===== src/rtl/cpu_ifq.sv =====
// Instruction fetch queue between the fetch unit and decode.
// Show-ahead FIFO of {pc, instr, pred} entries. Flush empties it and opens a
// short drop window that swallows wrong-path words still coming from memory.
module cpu_ifq #(
  parameter int DEPTH    = 4,
  parameter int DROP_CYC = 1
) (
  input  logic                     clk,
  input  logic                     rst_n,
  input  logic                     flush_flag,
  input  logic                     in_valid,
  input  logic [15:0]              in_pc,
  input  logic [31:0]              in_instr,
  input  logic                     in_pred,
  output logic                     in_ready,
  output logic                     out_valid,
  output logic [15:0]              out_pc,
  output logic [31:0]              out_instr,
  output logic                     out_pred,
  input  logic                     out_ready,
  output logic                     wait_fetch,
  output logic [$clog2(DEPTH):0]   count
);

  localparam int AW = $clog2(DEPTH);

  typedef struct packed {
    logic [15:0] pc;
    logic [31:0] instr;
    logic        pred;
  } entry_t;

  entry_t          mem_q [DEPTH];
  logic [AW:0]     wr_ptr_q, wr_ptr_d;
  logic [AW:0]     rd_ptr_q, rd_ptr_d;
  logic [AW:0]     count_q, count_d;
  logic [2:0]      drop_q, drop_d;

  logic            full, empty, dropping, push, pop;
  entry_t          head;

  assign empty    = (wr_ptr_q == rd_ptr_q);
  assign full     = (wr_ptr_q[AW-1:0] == rd_ptr_q[AW-1:0]) && (wr_ptr_q[AW] != rd_ptr_q[AW]);
  assign dropping = (drop_q != 3'd0);

  assign push = in_valid & ~full & ~flush_flag & ~dropping;
  assign pop  = ~empty & out_ready & ~flush_flag;

  // Head entry is read straight out of storage; no write-to-read bypass.
  assign head       = mem_q[rd_ptr_q[AW-1:0]];
  assign out_pc     = head.pc;
  assign out_instr  = head.instr;
  assign out_pred   = head.pred;
  assign out_valid  = ~empty;
  assign in_ready   = ~full;
  assign wait_fetch = full | dropping;
  assign count      = count_q;

  // Next-state for pointers, occupancy and drop window; flush overrides all.
  always_comb begin
    wr_ptr_d = wr_ptr_q;
    rd_ptr_d = rd_ptr_q;
    count_d  = count_q;
    drop_d   = dropping ? drop_q - 3'd1 : drop_q;
    if (flush_flag) begin
      wr_ptr_d = '0;
      rd_ptr_d = '0;
      count_d  = '0;
      drop_d   = 3'(DROP_CYC);
    end else begin
      if (push) wr_ptr_d = wr_ptr_q + 1'b1;
      if (pop)  rd_ptr_d = rd_ptr_q + 1'b1;
      case ({push, pop})
        2'b10:   count_d = count_q + 1'b1;
        2'b01:   count_d = count_q - 1'b1;
        default: count_d = count_q;
      endcase
    end
  end

  // Control state register.
  always_ff @(posedge clk or negedge rst_n) begin
    if (!rst_n) begin
      wr_ptr_q <= '0;
      rd_ptr_q <= '0;
      count_q  <= '0;
      drop_q   <= '0;
    end else begin
      wr_ptr_q <= wr_ptr_d;
      rd_ptr_q <= rd_ptr_d;
      count_q  <= count_d;
      drop_q   <= drop_d;
    end
  end

  // Entry storage; not reset since contents are ignored while empty.
  always_ff @(posedge clk) begin
    if (push) mem_q[wr_ptr_q[AW-1:0]] <= '{pc: in_pc, instr: in_instr, pred: in_pred};
  end

endmodule


===== config.mk =====
export PLATFORM = sky130hd
export DESIGN_NAME = cpu_ifq
export DESIGN_NICKNAME = d
export VERILOG_FILES = /design/src/rtl/cpu_ifq.sv
export SDC_FILE = /design/constraint.sdc
export NUM_CORES = 1
export LEC_CHECK = 0
export ABC_AREA = 1
export BUFFER_PORTS_ARGS = -buffer_cell sky130_fd_sc_hd__buf_2
export CAP_MARGIN = 20
export CORE_UTILIZATION = 45
export DETAILED_ROUTE_END_ITERATION = 10
export GPL_TIMING_DRIVEN = 1
export SLEW_MARGIN = 20
export SYNTH_ARGS = -nofsm -noshare
export SYNTH_HDL_FRONTEND = slang
export SYNTH_SLANG_ARGS = --single-unit

===== constraint.sdc =====
create_clock -name clk -period 8.05 [get_ports clk]
set_input_delay 0.4025 -clock clk [delete_from_list [all_inputs] [get_ports clk]]
set_output_delay 0.4025 -clock clk [all_outputs]
set_load 0.005 [all_outputs]

## Word-level counts from Yosys, hierarchy flattened

Memories as Yosys holds them, arrays and structs flattened.
Index checks and enable logic that the tools add are counted.

| word-level totals | value |
|---|---|
| latch bits | 0 |
| memories | 1 |
| flip-flop bits (word level) | 12 |
| bits in writable memories | 196 |
| bits of input ports | 54 |
| bits in read-only memories | 0 |
| output and inout bits | 55 |

Memories:

| name | depth | bits a word | rd ports | clocked after memory_dff | write ports | RTL line | source |
|---|---|---|---|---|---|---|---|
| mem_q | 4 | 49 | 1 | 0 | 1 | 33 | `entry_t mem_q [DEPTH];` |

| operators by class | value |
|---|---|
| reduce and logical (&&, ||, !) cells | 6 |
| mux-type cells | 10 |
| $lt $le $gt $ge | 0 |
| $add $sub $neg | 5 |
| multipliers | 0 |
| divide/modulo/power cells | 0 |
| bitwise gates (word level) | 10 |
| equal/unequal tests | 5 |
| shift-type cells | 0 |

Operators with widths:

| operator | count |
|---|---|
| $mux W3 | 7 |
| $add A3 B1 Y3 const B | 3 |
| $pmux W3 S2 | 1 |
| $reduce_bool A2 Y1 | 3 |
| $reduce_bool A3 Y1 | 2 |
| $sub A3 B1 Y3 const B | 2 |
| $and A1 B1 Y1 | 5 |
| $not A1 Y1 | 4 |
| $eq A3 B3 Y1 | 1 |
| $eq A2 B1 Y1 const B | 1 |
| $eq A2 B2 Y1 | 1 |
| $eq A2 B2 Y1 const B | 1 |
| $mux W1 | 2 |
| $logic_and A1 B1 Y1 | 1 |
| $ne A1 B1 Y1 | 1 |
| $or A1 B1 Y1 | 1 |

## Logic depth before layout (Yosys ltp)

Gate-level depths: netlist of the first run.

| depth | value |
|---|---|
| depth after elaboration | 9 |
| mapped depth | 15 |
| depth with buffers taken out | 15 |

## Worst setup path before layout of the first run

Ideal clock, no wire load.

| path | value |
|---|---|
| path kind | reg2reg |
| start | reg drop_q[0] |
| end | mem mem_q[0][0] in the netlist's numbering (enable) |
| path buffers | 0 |
| data required time | 7.594 ns |
| arrival time | 3.136 ns |
| setup time | 0.456 ns |
| slack | 4.458 ns |
| clock period less this slack | 3.592 ns |
| cell stages (with the launch flop) | 8 |
| path through | dfrtp_1 inv_1 ha_1 ha_1 nand2_4 nor2_4 nand2_8 nor2_1 |

| between the ends | value |
|---|---|
| longest elaborated chain between the ends | 5 |

Ends and longest elaborated chain:

| item | RTL line | source |
|---|---|---|
| from (decl) | 37 | `logic [2:0] drop_q, drop_d;` |
| from (signal assigned) | 92 | `drop_q <= drop_d;` |
| $reduce_bool A3 Y1 | 44 | `assign dropping = (drop_q != 3'd0);` |
| $not A1 Y1 | 46 | `assign push = in_valid & ~full & ~flush_flag & ~dropping;` |
| $and A1 B1 Y1 | 46 |  |
| $mux W1 | 98 | `if (push) mem_q[wr_ptr_q[AW-1:0]] <= '{pc: in_pc, instr: in_instr, pred: in_pred};` |
| $mux W1 (not written as such) | 98 |  |
| to (decl) | 33 |  |

No other way between the ends.

## Worst setup path after layout of the first run

| path | value |
|---|---|
| start | reg rd_ptr_q[1] |
| end | mem mem_q[3][26] in the netlist's numbering (enable) |

| between the ends | value |
|---|---|
| longest elaborated chain between the ends | 8 |

Ends and longest elaborated chain:

| item | RTL line | source |
|---|---|---|
| from (decl) | 35 | `logic [AW:0] rd_ptr_q, rd_ptr_d;` |
| from (signal assigned) | 90 | `rd_ptr_q <= rd_ptr_d;` |
| $eq A2 B2 Y1 | 43 | `assign full = (wr_ptr_q[AW-1:0] == rd_ptr_q[AW-1:0]) && (wr_ptr_q[AW] != rd_ptr_q[AW]);` |
| $logic_and A1 B1 Y1 | 43 |  |
| $not A1 Y1 | 46 |  |
| $and A1 B1 Y1 (3 in series) | 46 |  |
| $mux W1 | 98 |  |
| $mux W1 (not written as such) | 98 |  |

No other way between the ends.

==> results of run 1 <==
## final timing paths
kind	to	start	slack (ns)	cells after the start
worst max register to register	mem_q[3][26]$_DFFE_PP_	rd_ptr_q[1]$_DFFE_PN0P_	4.56	7
max in group asynchronous	rd_ptr_q[1]$_DFFE_PN0P_	rst_n	7.47	2
worst min register to register	count[2]$_DFFE_PN0P_	count[2]$_DFFE_PN0P_	0.52	2
worst max-delay path	mem_q[3][26]$_DFFE_PP_	rd_ptr_q[1]$_DFFE_PN0P_	4.56	7
min in group asynchronous	rd_ptr_q[0]$_DFFE_PN0P_	rst_n	0.31	2
worst min-delay path	mem_q[2][28]$_DFFE_PP_	in_instr[27]	0.11	1
## sequential cells by signal, indices dropped and copies added, names as in the netlist
signal,cells
rd_ptr_q,3
drop_q,3
mem_q,196
wr_ptr_q,3
count,3
## Yosys cell counts (all sizes together)
master	instances
edfxtp	196
or2	1
buf	3
o21ai	106
xnor2	1
fa	1
o22ai	51
inv	19
nor2	107
nand3	4
ha	7
a21oi	3
dfrtp	12
clkbuf	29
nand2	35
## routing by layer
metal,global-route usage,share of wire
met5,0,0
met4,0.0630,0.021
met3,0.0309,0.059
met2,0.296,0.47
met1,0.258,0.45
## through the flow
step | total power [W] | setup slack [ns] | cell area (um^2) | instances | hold WS (ns)
floorplan | 0.00163 | 4.46 | 8080 | 575 | 0.107
global placement | 0.00185 | 4.60 | 8840 | 881 | 0.299
detailed placement | 0.00187 | 4.47 | 8840 | 881 | 0.301
CTS | 0.00281 | 4.47 | 9530 | 922 | 0.0995
global route | 0.00291 | 4.16 | 9530 | 923 | 0.0949
finish | 0.00278 | 4.56 | 9530 | 923 | 0.111
## repair_timing
item,in CTS,in global routing
hold buffers,1,0
endpoints found under the hold margin,12,0
resized for setup,0,0
## cells by family after synthesis
group,after synthesis
AND/OR/NAND/NOR,147
adder cells (fa/ha/maj),8
XOR/XNOR,1
buffers and inverters,51
flip-flops,208
AO/OA/AOI/OAI,160
## power by group through the flow
stage / registers (W) / logic [W] / clock network [W]
2_1_floorplan: 0.00128 / 0.000349 / 0
4_1_cts: 0.00132 / 0.000527 / 0.000964
5_1_grt: 0.00133 / 0.000583 / 0.000997
6_report: 0.00132 / 0.000518 / 0.000941
3_3_place_gp: 0.00134 / 0.000511 / 0
3_5_place_dp: 0.00134 / 0.000525 / 0
## worst max-delay path, cell delays in order (launching register included)
cell	delay (ns)
dfrtp_2	0.97
inv_2	0.61
nand2_4	0.20
nand2_4	0.08
nand3_4	0.10
nand2_8	0.10
nor2_4	0.45
buf_4	0.57
## area by class of cell
class | instances | area share
Inverter | 19 | 0.00801
Sequential cell | 208 | 0.650
Timing Repair Buffer | 114 | 0.0617
Clock inverter | 13 | 0.0112
Antenna cell | 1 | 0.000263
Clock buffer | 27 | 0.0597
Multi-Input combinational cell | 316 | 0.180
Tap cell | 225 | 0.0295
==> results.json, run 1 <==
{
  "worst-setup-path-type": "register to register",
  "n_fill_cell": 1449,
  "overflow": 0,
  "clkTransAtPathRegs_ns": 0.06,
  "switching_share": 0.286,
  "worstSkewPairLatency_ns": 0.51,
  "cts_root_buffer": "clkbuf_16",
  "synthAdderAreaFrac": 0.0133,
  "power_density_nw_per_um2": 291,
  "power_frac_comb": 0.186,
  "finalNetCount": 743,
  "area_delta_synth_final_pct": 17.9,
  "synth_top_cell_by_area": "edfxtp_1",
  "start_util": 0.464,
  "cts_buffers": 22,
  "drtIter0Drc": 349,
  "rsz0062_at_grt": "false",
  "vias_per_cell": 5.41,
  "post-route-util": 0.547,
  "worstPathArrival_ns": 3.61,
  "io_pins": 109,
  "die-height_um": 136,
  "synth-xor-area-share": 0.00108,
  "p_leak_nw": 3.40,
  "drt-total-wl_um": 16600,
  "synth_top_family_by_area": "compound AO/OA/AOI/OAI gates",
  "die_w_um": 136,
  "grt_pass1_vias": 4951,
  "setup-tns-final_ns": 0,
  "fin_crit_sh": 0.433,
  "synth_seq_cells": 208,
  "place_hpwl_um": 9370,
  "grt_pass1_wl_um": 26300,
  "drv_cap": 0,
  "drt_first_pass_iters": 5,
  "yosys.area_share.simple": 0.0872,
  "vias": 4989,
  "post_cts_buffers": 0,
  "globalplace.congestion": 0.758,
  "status": "complete, no violations",
  "setup_violations": 0,
  "ir_drop_mv": 0.142,
  "slew_headroom": 0.289,
  "drive_gt1_frac": 0.254,
  "yosysSeqAreaShare": 0.765,
  "clock_skew_ns": 0.0253,
  "antenna_found_initial": 1,
  "port-buffer-count": 108,
  "cts_tree": "yes",
  "synth_area_leaders": "edfxtp_1 (73%), o21ai_0 (6.5%), nor2_1 (4.7%), o22ai_1 (3.9%), dfrtp_1 (3.7%)",
  "grt_max_degree": 102,
  "cp_max_fo": 52,
  "dieArea_um2": 18500,
  "row_count": 48,
  "hold_class": "primary input to register",
  "end_kind": "register",
  "cts.sinks": 208,
  "syn_inst": 575,
  "clock_path_buffers": 3,
  "power_frac_clock": 0.339,
  "mappedNetlistArea_um2": 8080,
  "fmax_mhz": 287,
  "worst_pin_slew_ns": 1.07,
  "drc": 0,
  "ys_types": 27,
  "syn_avg_cell_area_um2": 14.1,
  "grt.total_usage": 0.185,
  "ff_latch_area_um2": 6190,
  "hold_viol_final": 0,
  "power_switching_w": 0.000794,
  "p_int_w": 0.00198,
  "setup.worst_path.start_class": "register",
  "h-tree-depth": 1,
  "drtAntennaViolNets": 0,
  "cp.required_ns": 8.17,
  "synth_fp_nets": 637,
  "drv_slew": 0,
  "muxShareOfSynthArea": 0,
  "synth_top_area_frac": 0.728,
  "synth-compound-area-share": 0.107,
  "layout_common_cells": "edfxtp_1 (196), buf_2 (108), o21ai_0 (105)",
  "multi_input_area_um2": 1720,
  "routedWlPerCell_um": 18.0,
  "layout_commonest_cell": "edfxtp_1",
  "seqPwrFrac": 0.474,
  "yosys_warnings": 0,
  "layout_min_cycle_time_ns": 3.49,
  "core_area_um2": 17400
}
Power figures use the tool's default switching activity.
==> inputs of run 2 (changes only) <==
==> constraint.sdc (replaced) <==
create_clock -name clk -period 3.4 [get_ports clk]
set_input_delay 0.17 -clock clk [delete_from_list [all_inputs] [get_ports clk]]
set_output_delay 0.17 -clock clk [all_outputs]
set_load 0.005 [all_outputs]
==> results.json, run 2 (synthesis gave the netlist of run 1 again) <==
{
  "dieArea_um2": 18500,
  "largest_register_ffs": 196,
  "grt_max_degree": 100,
  "dpl_worst_slack_ns": 1.03,
  "clock_path_buffers": 3,
  "fmax_mhz": 357,
  "layout_commonest_cell": "edfxtp_1",
  "hold_viol_final": 0,
  "clock_skew_ns": 0.0126,
  "finalNetCount": 799,
  "h-tree-depth": 1,
  "fin_hold_ws_ns": 0.0283,
  "power_density_nw_per_um2": 662,
  "hold_class": "primary input to register",
  "setup-tns-final_ns": 0,
  "cts_buffers": 22,
  "grt_pass1_wl_um": 26200,
  "drv_slew": 0,
  "n_fill_cell": 1399,
  "worstSkewPairLatency_ns": 0.50,
  "worstPathArrival_ns": 2.63,
  "fin_area_um2": 10100,
  "antenna_found_initial": 0,
  "row_count": 48,
  "status": "complete, no violations",
  "drt-total-wl_um": 16900,
  "multi_input_area_um2": 1720,
  "drive_gt1_frac": 0.243,
  "p_leak_nw": 3.66,
  "core_area_um2": 17400,
  "ir_drop_mv": 0.493,
  "setup.worst_path.start_class": "register",
  "io_pins": 109,
  "place_hpwl_um": 9230,
  "clkTransAtPathRegs_ns": 0.06,
  "worst_pin_slew_ns": 0.988,
  "cp.required_ns": 3.23,
  "cp_max_fo": 68,
  "overflow": 0,
  "globalplace.congestion": 0.790,
  "area_delta_synth_final_pct": 25.1,
  "drc": 0,
  "layout_common_cells": "edfxtp_1 (196), buf_2 (108), o21ai_0 (105)",
  "fin_crit_sh": 0.823,
  "cts_root_buffer": "clkbuf_16",
  "setup_violations": 0,
  "slew_headroom": 0.341,
  "slowest_delay_ns": 0.68,
  "drtAntennaViolNets": 0,
  "port-buffer-count": 108,
  "cts_resized": 0,
  "vias_per_cell": 5.18,
  "slowest_stage": "buf_4",
  "vias": 5067,
  "cts_tree": "yes",
  "start_util": 0.464,
  "end_kind": "output pin",
  "die-height_um": 136,
  "placed_area_um2": 8900,
  "grt_pass1_vias": 5029,
  "cp_cell_sequence": "inv_2 -> buf_4 -> o21ai_0 -> o22ai_1 -> buf_2",
  "routedWlPerCell_um": 17.3,
  "ff_latch_area_um2": 6190,
  "antenna_cells": 0,
  "drv_cap": 0,
  "drtIter0Drc": 264,
  "rsz0062_at_grt": "false",
  "die_w_um": 136,
  "fin_ws_ns": 0.601,
  "drt_first_pass_iters": 4,
  "grt.total_usage": 0.187,
  "cts.sinks": 208,
  "worst-setup-path-type": "register to output pin",
  "layout_min_cycle_time_ns": 2.80
}
-- run 2: stage by stage --
step	utilization	cells	total power, W
2_1_floorplan	-	575	0.00386
3_3_place_gp	0.511	888	0.00436
3_5_place_dp	0.511	888	0.00440
4_1_cts	0.580	978	0.00675
5_1_grt	0.580	978	0.00699
6_report	0.580	978	0.00669
-- run 2: worst max-delay path, delay by kind of cell, from the launching register on --
kind / cells / cell delay, ns
compound gates: 2 / 0.37
flops: 1 / 0.48
buf+inv: 3 / 1.24
-- run 2: area by class of cell --
cell class / instances / share of cell area
clock buffer: 36 / 0.0657
clock inverter: 4 / 0.00470
inverter: 19 / 0.00755
multi-input combinational: 316 / 0.170
sequential: 208 / 0.612
tap: 225 / 0.0279
timing repair buffer: 170 / 0.112
-- run 2: routing by layer --
metal | GRT usage | part of all wire | up-vias
li1 | - | - | 2450
met1 | 0.234 | 0.43 | 2479
met2 | 0.326 | 0.50 | 106
met3 | 0.0369 | 0.046 | 32
met4 | 0.0593 | 0.023 | 0
met5 | 0 | 0 | -
-- run 2: power by group --
group          internal (W)  leakage [nW]  switching, W  total, W
Clock               0.00141         0.345      0.000906   0.00231
Combinational      0.000519          1.39      0.000873   0.00139
Sequential          0.00294          1.92     0.0000486   0.00299
-- run 2: final timing paths --
path,endpoint,from,cells after the start,slack [ns]
setup / recovery,out_instr[18],rd_ptr_q[0]$_DFFE_PN0P_,5,0.60
hold / removal,rd_ptr_q[2]$_DFFE_PN0P_,out_ready,3,0.03
setup reg to reg,count[2]$_DFFE_PN0P_,rd_ptr_q[0]$_DFFE_PN0P_,13,1.06
hold reg to reg,count[2]$_DFFE_PN0P_,count[2]$_DFFE_PN0P_,2,0.54
max in group asynchronous,rd_ptr_q[0]$_DFFE_PN0P_,rst_n,2,3.05
min in group asynchronous,rd_ptr_q[1]$_DFFE_PN0P_,rst_n,2,0.09
-- run 2: what timing repair did --
action,in CTS,in global routing
hold buffers,50,0
buffers inserted,0,0
hold endpoints to repair,208,0
==> inputs of run 3 (changes only) <==
--- a/config.mk
+++ b/config.mk
@@ -11,6 +11,7 @@
 export CORE_UTILIZATION = 45
 export DETAILED_ROUTE_END_ITERATION = 10
 export GPL_TIMING_DRIVEN = 1
+export PLACE_DENSITY = 0.67
 export SLEW_MARGIN = 20
 export SYNTH_ARGS = -nofsm -noshare
 export SYNTH_HDL_FRONTEND = slang
==> constraint.sdc (replaced) <==
create_clock -name clk -period 2.3 [get_ports clk]
set_input_delay 0.115 -clock clk [delete_from_list [all_inputs] [get_ports clk]]
set_output_delay 0.115 -clock clk [all_outputs]
set_load 0.005 [all_outputs]
==> results.json, run 3 (synthesis gave the netlist of run 1 again) <==
{
  "status": "complete, no violations",
  "post_cts_buffers": 0,
  "cts_buffers": 22,
  "die_w_um": 136,
  "worstPathArrival_ns": 2.04,
  "post-route-util": 0.596,
  "port-buffer-count": 108,
  "layout_common_cells": "edfxtp_1 (196), buf_2 (108), o21ai_0 (105)",
  "final_cell_count_no_fill": 985,
  "ff_latch_area_um2": 6190,
  "dieArea_um2": 18500,
  "rsz0062_at_grt": "false",
  "r2r_start": "drop_q[0]$_DFFE_PN0P_",
  "core_area_um2": 17400,
  "setup_violations": 0,
  "h-tree-depth": 1,
  "hold_class": "primary input to async pin",
  "fmax_mhz": 464,
  "overflow": 0,
  "grt_pass1_vias": 5277,
  "cts_root_buffer": "clkbuf_16",
  "globalplace.congestion": 0.750,
  "end_kind": "output pin",
  "fin_crit_sh": 0.936,
  "drtAntennaViolNets": 0,
  "drt_first_pass_iters": 4,
  "grt_max_degree": 101,
  "r2r_setup_slack_ns": 0.16,
  "routedWlPerCell_um": 17.7,
  "start_util": 0.464,
  "vias_per_cell": 5.23,
  "clock_path_buffers": 3,
  "antenna_found_initial": 0,
  "worst_pin_slew_ns": 0.422,
  "grt_pass1_wl_um": 26900,
  "setup.worst_path.start_class": "register",
  "io_pins": 109,
  "p_leak_nw": 3.78,
  "reg2reg_to": "count[2]$_DFFE_PN0P_",
  "vias": 5155,
  "drt-total-wl_um": 17400,
  "worstSkewPairLatency_ns": 0.49,
  "slew_headroom": 0.719,
  "drtIter0Drc": 332,
  "grt.total_usage": 0.189,
  "cts_tree": "yes",
  "layout_min_cycle_time_ns": 2.15,
  "power.total_w": 0.0104,
  "fin_hold_ws_ns": 0.0411,
  "n_fill_cell": 1359,
  "multi_input_area_um2": 1740,
  "cp.required_ns": 2.18,
  "drc": 0,
  "area_delta_synth_final_pct": 28.4,
  "worst-setup-path-type": "register to output pin",
  "hold_viol_final": 0,
  "cts.sinks": 208,
  "die-height_um": 136,
  "ir_drop_mv": 0.566,
  "largest_register_ffs": 196,
  "drv_slew": 0,
  "antenna_cells": 0,
  "clkTransAtPathRegs_ns": 0.06,
  "dp_cells": 892,
  "layout_commonest_cell": "edfxtp_1",
  "rr_worst_depth": 15,
  "clock_skew_ns": 0.00413,
  "finalNetCount": 806,
  "cp_max_fo": 50,
  "place_hpwl_um": 9480,
  "power_density_nw_per_um2": 1000,
  "drv_cap": 0,
  "row_count": 48,
  "drive_gt1_frac": 0.255
}
run 3: cell count changes in the layout (fill, tap and decap cells not counted), sizes merged:
| cell | delta |
|---|---|
| clkbuf | -7 |
| clkinv | +5 |
| buf | +4 |
| bufinv | +4 |
| dlygate4sd3 | +2 |
| clkinvlp | -1 |
run 3: report_power, final:
group / total [W] / switching, W / internal [W]
sequential: 0.00444 / 0.0000969 / 0.00435
combinational: 0.00221 / 0.00134 / 0.000879
clock: 0.00374 / 0.00135 / 0.00239
run 3: per-stage QoR:
stage / setup TNS [ns] / cell area [um^2] / setup WS, ns
after global placement: 0 / 9000 / 0.147
after detailed placement: 0 / 9000 / 0.0732
after floorplan: -69.90 / 8090 / -0.476
after global routing: 0 / 10400 / 0.0344
after CTS: 0 / 10300 / 0.0422
final: 0 / 10400 / 0.146
run 3: metal layers:
| metal | vias to the layer above | wire [um] | GRT usage |
|---|---|---|---|
| li1 | 2460 | - | - |
| met1 | 2515 | 7220 | 0.232 |
| met2 | 148 | 8860 | 0.339 |
| met3 | 32 | 969 | 0.0291 |
| met4 | 0 | 347 | 0.0636 |
| met5 | - | 0 | 0 |
run 3: repair_timing:
action	CTS	global route
gates cloned	0	1
endpoints found under the hold margin	210	0
gates resized for setup	3	6
pin swaps	0	1
endpoints found under the setup margin	49	7
hold buffers	52	0
run 3: worst max path at each step:
stage | depth (start not counted) | start | slack, ns | endpoint
after detailed placement | 15 | drop_q[0]$_DFFE_PN0P_ | 0.07 | count[2]$_DFFE_PN0P_
after floorplan | 7 | drop_q[0]$_DFFE_PN0P_ | -0.48 | mem_q[0][0]$_DFFE_PP_
after global placement | 15 | drop_q[0]$_DFFE_PN0P_ | 0.15 | count[2]$_DFFE_PN0P_
after CTS | 15 | drop_q[0]$_DFFE_PN0P_ | 0.04 | count[2]$_DFFE_PN0P_
after global routing | 4 | rd_ptr_q[0]$_DFFE_PN0P_ | 0.03 | out_pred
final | 5 | rd_ptr_q[0]$_DFFE_PN0P_ | 0.15 | out_pc[4]
run 3: layout make-up:
class                      instances  area share
tap                              225      0.0271
timing repair buffer             177       0.126
multi-input combinational        316       0.167
sequential                       208       0.597
inverter                          19     0.00735
clock inverter                    12      0.0182
clock buffer                      28      0.0573
run 3: critical path, cell delays in order, from the launching register on:
cell and delay [ns]:
dfrtp_4 0.57, inv_2 0.18, buf_16 0.26, o21ai_0 0.13
o22ai_1 0.23, buf_2 0.17
